<file path="src/rtl/piso_shift6_pkg.sv">
// Shared definitions for the 6-bit serial link: state encoding and default word width.
package piso_shift6_pkg;

  localparam logic ST_IDLE  = 1'b0;
  localparam logic ST_SHIFT = 1'b1;

  // Word width shared with the receive-side serial-in / parallel-out register.
  localparam int DEF_WIDTH = 6;

  typedef enum logic {
    S_IDLE  = ST_IDLE,
    S_SHIFT = ST_SHIFT
  } piso_state_e;

endpackage : piso_shift6_pkg

</file>
<file path="src/rtl/piso_shift6.sv">
// Parallel-in / serial-out transmitter: accepts a word on load&&ready and
// streams it out one bit per clock, back-to-back words with no idle cycle.
module piso_shift6
  import piso_shift6_pkg::*;
#(
  parameter int WIDTH     = DEF_WIDTH,
  parameter bit MSB_FIRST = 1'b0
) (
  input  logic             clk,
  input  logic             rst_n,
  input  logic             load,
  input  logic [WIDTH-1:0] d,
  output logic             ready,
  output logic             s_out,
  output logic             s_valid,
  output logic             done,
  output logic             busy
);

  localparam int                CW      = $clog2(WIDTH);
  localparam logic [CW-1:0]     LAST    = CW'(WIDTH - 1);
  localparam int                OUT_IDX = MSB_FIRST ? (WIDTH - 1) : 0;

  piso_state_e      state_q, state_d;
  logic [WIDTH-1:0] shreg_q, shreg_d;
  logic [CW-1:0]    cnt_q, cnt_d;
  logic             arm_q, arm_d;

  logic             last_s;
  logic             accept_s;
  logic [WIDTH-1:0] shifted_s;

  // arm_q stays low for the first edge after reset release, so a load that
  // coincides with the release edge is never taken.
  always_comb begin
    last_s    = (state_q == S_SHIFT) && (cnt_q == LAST);
    ready     = (state_q == S_IDLE) || last_s;
    accept_s  = load && ready && arm_q;
    done      = last_s;
    busy      = (state_q == S_SHIFT);
    s_valid   = (state_q == S_SHIFT);
    s_out     = (state_q == S_SHIFT) ? shreg_q[OUT_IDX] : 1'b0;
    shifted_s = MSB_FIRST ? {shreg_q[WIDTH-2:0], 1'b0} : {1'b0, shreg_q[WIDTH-1:1]};
  end

  always_comb begin
    state_d = state_q;
    shreg_d = shreg_q;
    cnt_d   = cnt_q;
    arm_d   = 1'b1;
    case (state_q)
      S_IDLE: begin
        if (accept_s) begin
          state_d = S_SHIFT;
          shreg_d = d;
          cnt_d   = {CW{1'b0}};
        end else begin
          state_d = S_IDLE;
        end
      end
      S_SHIFT: begin
        if (last_s) begin
          // Reload on the last-bit cycle keeps s_valid continuous.
          cnt_d = {CW{1'b0}};
          if (accept_s) begin
            state_d = S_SHIFT;
            shreg_d = d;
          end else begin
            state_d = S_IDLE;
            shreg_d = shifted_s;
          end
        end else begin
          shreg_d = shifted_s;
          cnt_d   = cnt_q + CW'(1);
        end
      end
      default: begin
        state_d = S_IDLE;
        shreg_d = {WIDTH{1'b0}};
        cnt_d   = {CW{1'b0}};
      end
    endcase
  end

  always_ff @(posedge clk or negedge rst_n) begin
    if (!rst_n) begin
      state_q <= S_IDLE;
      shreg_q <= {WIDTH{1'b0}};
      cnt_q   <= {CW{1'b0}};
      arm_q   <= 1'b0;
    end else begin
      state_q <= state_d;
      shreg_q <= shreg_d;
      cnt_q   <= cnt_d;
      arm_q   <= arm_d;
    end
  end

endmodule : piso_shift6

</file>
<file path="config.mk">
export PLATFORM = sky130hd
export DESIGN_NAME = piso_shift6
export DESIGN_NICKNAME = d
export VERILOG_FILES = /design/src/rtl/piso_shift6_pkg.sv /design/src/rtl/piso_shift6.sv
export SDC_FILE = /design/constraint.sdc
export NUM_CORES = 1
export LEC_CHECK = 0
export CAP_MARGIN = 20
export CORE_AREA = 2 2 39 41
export CTS_CLUSTER_DIAMETER = 50
export DETAILED_ROUTE_END_ITERATION = 8
export DIE_AREA = 0 0 41 43
export PLACE_DENSITY = 0.77
export SYNTH_ARGS = -nofsm -noshare
export SYNTH_HDL_FRONTEND = slang
export SYNTH_SLANG_ARGS = --single-unit
</file>
<file path="constraint.sdc">
create_clock -name clk -period 3.9 [get_ports clk]
set_clock_uncertainty 0.15 [all_clocks]
set_input_delay 0.585 -clock clk [delete_from_list [all_inputs] [get_ports clk]]
set_output_delay 0.585 -clock clk [all_outputs]
set_load 0.05 [all_outputs]
</file>
==> flow_metrics.tcl <==
set metrics [dict create \
    final_area_um2 723 \
    p_int_uw 302 \
    start_util_pct 41.6 \
    drv_cap 0 \
    fin_crit_sh_pct 69.4 \
    place_inst 83 \
    power.share.clock_pct 14.4 \
    endpoint_kind "primary output" \
    yosysUniqueCellTypes 18 \
    drc 0 \
    placed_area_um2 697 \
    status "completed" \
    fin_nets 83 \
    wl_um 1150 \
    dr_total_vias 471 \
    rsz0062_at_grt "false" \
    die-area_um2 1760 \
    dp_hpwl_um 848 \
    rr_worst_depth 4 \
    seq_power_share_pct 37.8 \
    synthCells 58 \
    power_switching_uw 245 \
    r2r_slack_ns 2.33 \
    root_buffer "clkbuf_4" \
    netlist_area_um2 576 \
    ctsResizeCount 0 \
    n_fill_cell 143 \
    synth_compound_area_share_pct 11.1 \
    grt_start_max_net_pins 19 \
    multi_input_area_um2 268 \
    synth_nets 69 \
    worstMarginPinSlew_ns 0.504 \
    cts_tree "done" \
    period_needed_ns 2.71 \
    fp.dieW_um 41 \
    holdBufCountCts 0 \
    htreeDepth 1 \
    die_y_um 43 \
    ant_nets 0 \
    cts_sinks 11 \
    clock_latency_ns 0.27 \
    gp_congestion 0.757 \
    io_buffers 13 \
    slew_viol_final 0 \
    p_comb_share_pct 47.8 \
    synthAdderAreaFrac_pct 4.35 \
    crit_type "reg2out" \
    first_iter_violations 10 \
    yosys-mux-area-fraction_pct 13.9 \
    reg2reg_from "cnt_q[1]" \
    clock_path_buffers 2 \
    start_kind "register" \
    fin_setup_tns_ns 0 \
    wire_per_inst_um 13.2 \
    layoutNonFillerInstCount 87 \
    ys_seq_elements 11 \
    area_growth_pct 25.7 \
    seq_area_frac_synth_pct 47.8 \
    r2r_end "shreg_q[4]" \
    synth_top_family_by_area "simple AND/OR/NAND/NOR gates" \
    cts_buffers 3 \
    leakage_nw 0.340 \
    fmax_ghz 0.369 \
    rows 14 \
    drive_gt1_share_pct 5.63 \
    worst-path-max-fanout 18 \
    yosys_warnings 0 \
    diodes 0 \
    grt_use_total_pct 17.4 \
    clkTransAtPathRegs_ns 0.07 \
    hold_viol 0 \
    ir_drop_mv 0.346 \
    setup_viol 0 \
    grt_overflow 0 \
    cp.arrival_ns 1.97 \
    cp-endpoint "done" \
    coreArea_um2 1380 \
    hold_path_class "reg2reg" \
    io_pins 14 \
    antenna_found_initial 0 \
    cts_setup_buffers 0 \
    syn_avg_cell_area_um2 9.92 \
    drt_pass1_iterations 5 \
    crit_start "busy" \
    top_layer "met4" \
    swShare_pct 44.8 \
    routed-wl-met2_um 632 \
    wirelength_met1_um 446 \
    relSlewSlack_pct 66.3 \
    synthSimpleGateAreaFrac_pct 16.5 \
    met3_length_um 52 \
    yosys.area_share.xor_xnor_pct 0 \
    vias_per_cell 5.41 \
    register_area_um2 275 \
    grt_pass1_wl_um 1930 \
    p_per_area_nw_per_um2 756 \
    required_ns 3.16 \
    grt_pass1_vias 450 \
]
-- synth_stat cells --
| cell type | n | area (um^2) |
|---|---|---|
| nand2_1 | 17 | 63.8 |
| dfrtp_1 | 11 | 275 |
| mux2i_1 | 8 | 80.1 |
| o221ai_1 | 5 | 43.8 |
| o21ai_0 | 3 | 15.0 |
| ha_1 | 2 | 25.0 |
| a21oi_1 | 1 | 5.00 |
| and2_1 | 1 | 6.26 |
| and3_1 | 1 | 6.26 |
| and4_1 | 1 | 8.76 |
| buf_2 | 1 | 5.00 |
| buf_4 | 1 | 7.51 |
| buf_6 | 1 | 11.3 |
| clkbuf_2 | 1 | 5.00 |
| conb_1 | 1 | 3.75 |
| inv_1 | 1 | 3.75 |
| nand2_2 | 1 | 6.26 |
| nor2_1 | 1 | 3.75 |
-- cell type report --
type / instances / area share (%)
inverters: 1 / 0.519
multi-input cells: 42 / 37.0
well taps: 16 / 2.77
flip-flops and latches: 11 / 38.1
repair buffers: 13 / 18.0
clock buffers: 4 / 3.63
-- cell usage in the layout (no fill, tap or decap), drive strengths merged --
master and count:
mux2i 8, o221ai 5, o21ai 3, clkdlybuf4s50 13
and3 1, nor2 1, a21oi 1, clkbuf 4
nand2 18, conb 1, and4 1, ha 2
inv 1, dfrtp 11, and2 1
-- routing by layer --
layer  vias up  track usage [%]
met1       230             18.7
met3         2             4.71
li1        227                -
met2        12             26.6
met4         0             14.0
met5         -                0
-- kinds of logic (layout without fill, tap and decap cells) --
logic type	Yosys count	after routing
fa+ha+maj	2	2
mux	8	8
other cells	1	1
compound gates	9	9
flops	11	11
buf+inv	5	18
simple gates	22	22
-- metrics by stage --
step | power (mW) | utilization (%) | worst slack [ns] | hold slack, ns
after CTS | 0.555 | 52.3 | 1.18 | 0.378
after global routing | 0.593 | 52.3 | 1.08 | 0.419
final | 0.547 | 52.3 | 1.19 | 0.371
after detailed placement | 0.472 | 50.4 | 1.49 | 0.362
after floorplan | 0.399 | - | 1.64 | 0.139
after global placement | 0.460 | 50.4 | 1.52 | 0.340
-- sequential cells by signal (all words and copies together) (netlist names) --
signal,count
arm_q,1
busy,1
shreg_q,6
cnt_q,3
-- power groups by stage --
| stage | sequential (mW) | combinational, mW | clock [mW] |
|---|---|---|---|
| final | 0.207 | 0.261 | 0.0785 |
| after detailed placement | 0.208 | 0.264 | 0 |
| after global routing | 0.215 | 0.287 | 0.0902 |
| after global placement | 0.206 | 0.253 | 0 |
| after floorplan | 0.201 | 0.197 | 0 |
| after CTS | 0.206 | 0.265 | 0.0837 |
-- worst min-delay path by stage --
| stage | start | cells after the start | to | slack [ns] |
|---|---|---|---|---|
| after floorplan | rst_n | 0 | arm_q | 0.14 |
| after detailed placement | cnt_q[1] | 2 | cnt_q[1] | 0.36 |
| after global routing | cnt_q[1] | 2 | cnt_q[1] | 0.42 |
| after global placement | cnt_q[1] | 2 | cnt_q[1] | 0.34 |
| after CTS | cnt_q[1] | 2 | cnt_q[1] | 0.38 |
| final | cnt_q[1] | 2 | cnt_q[1] | 0.37 |
-- critical path: stages, from the launching register on --
cell             delay (ns)
dfrtp_1                0.66
and3_1                 0.24
clkdlybuf4s50_1        0.80
Power figures use the tool's default switching activity.
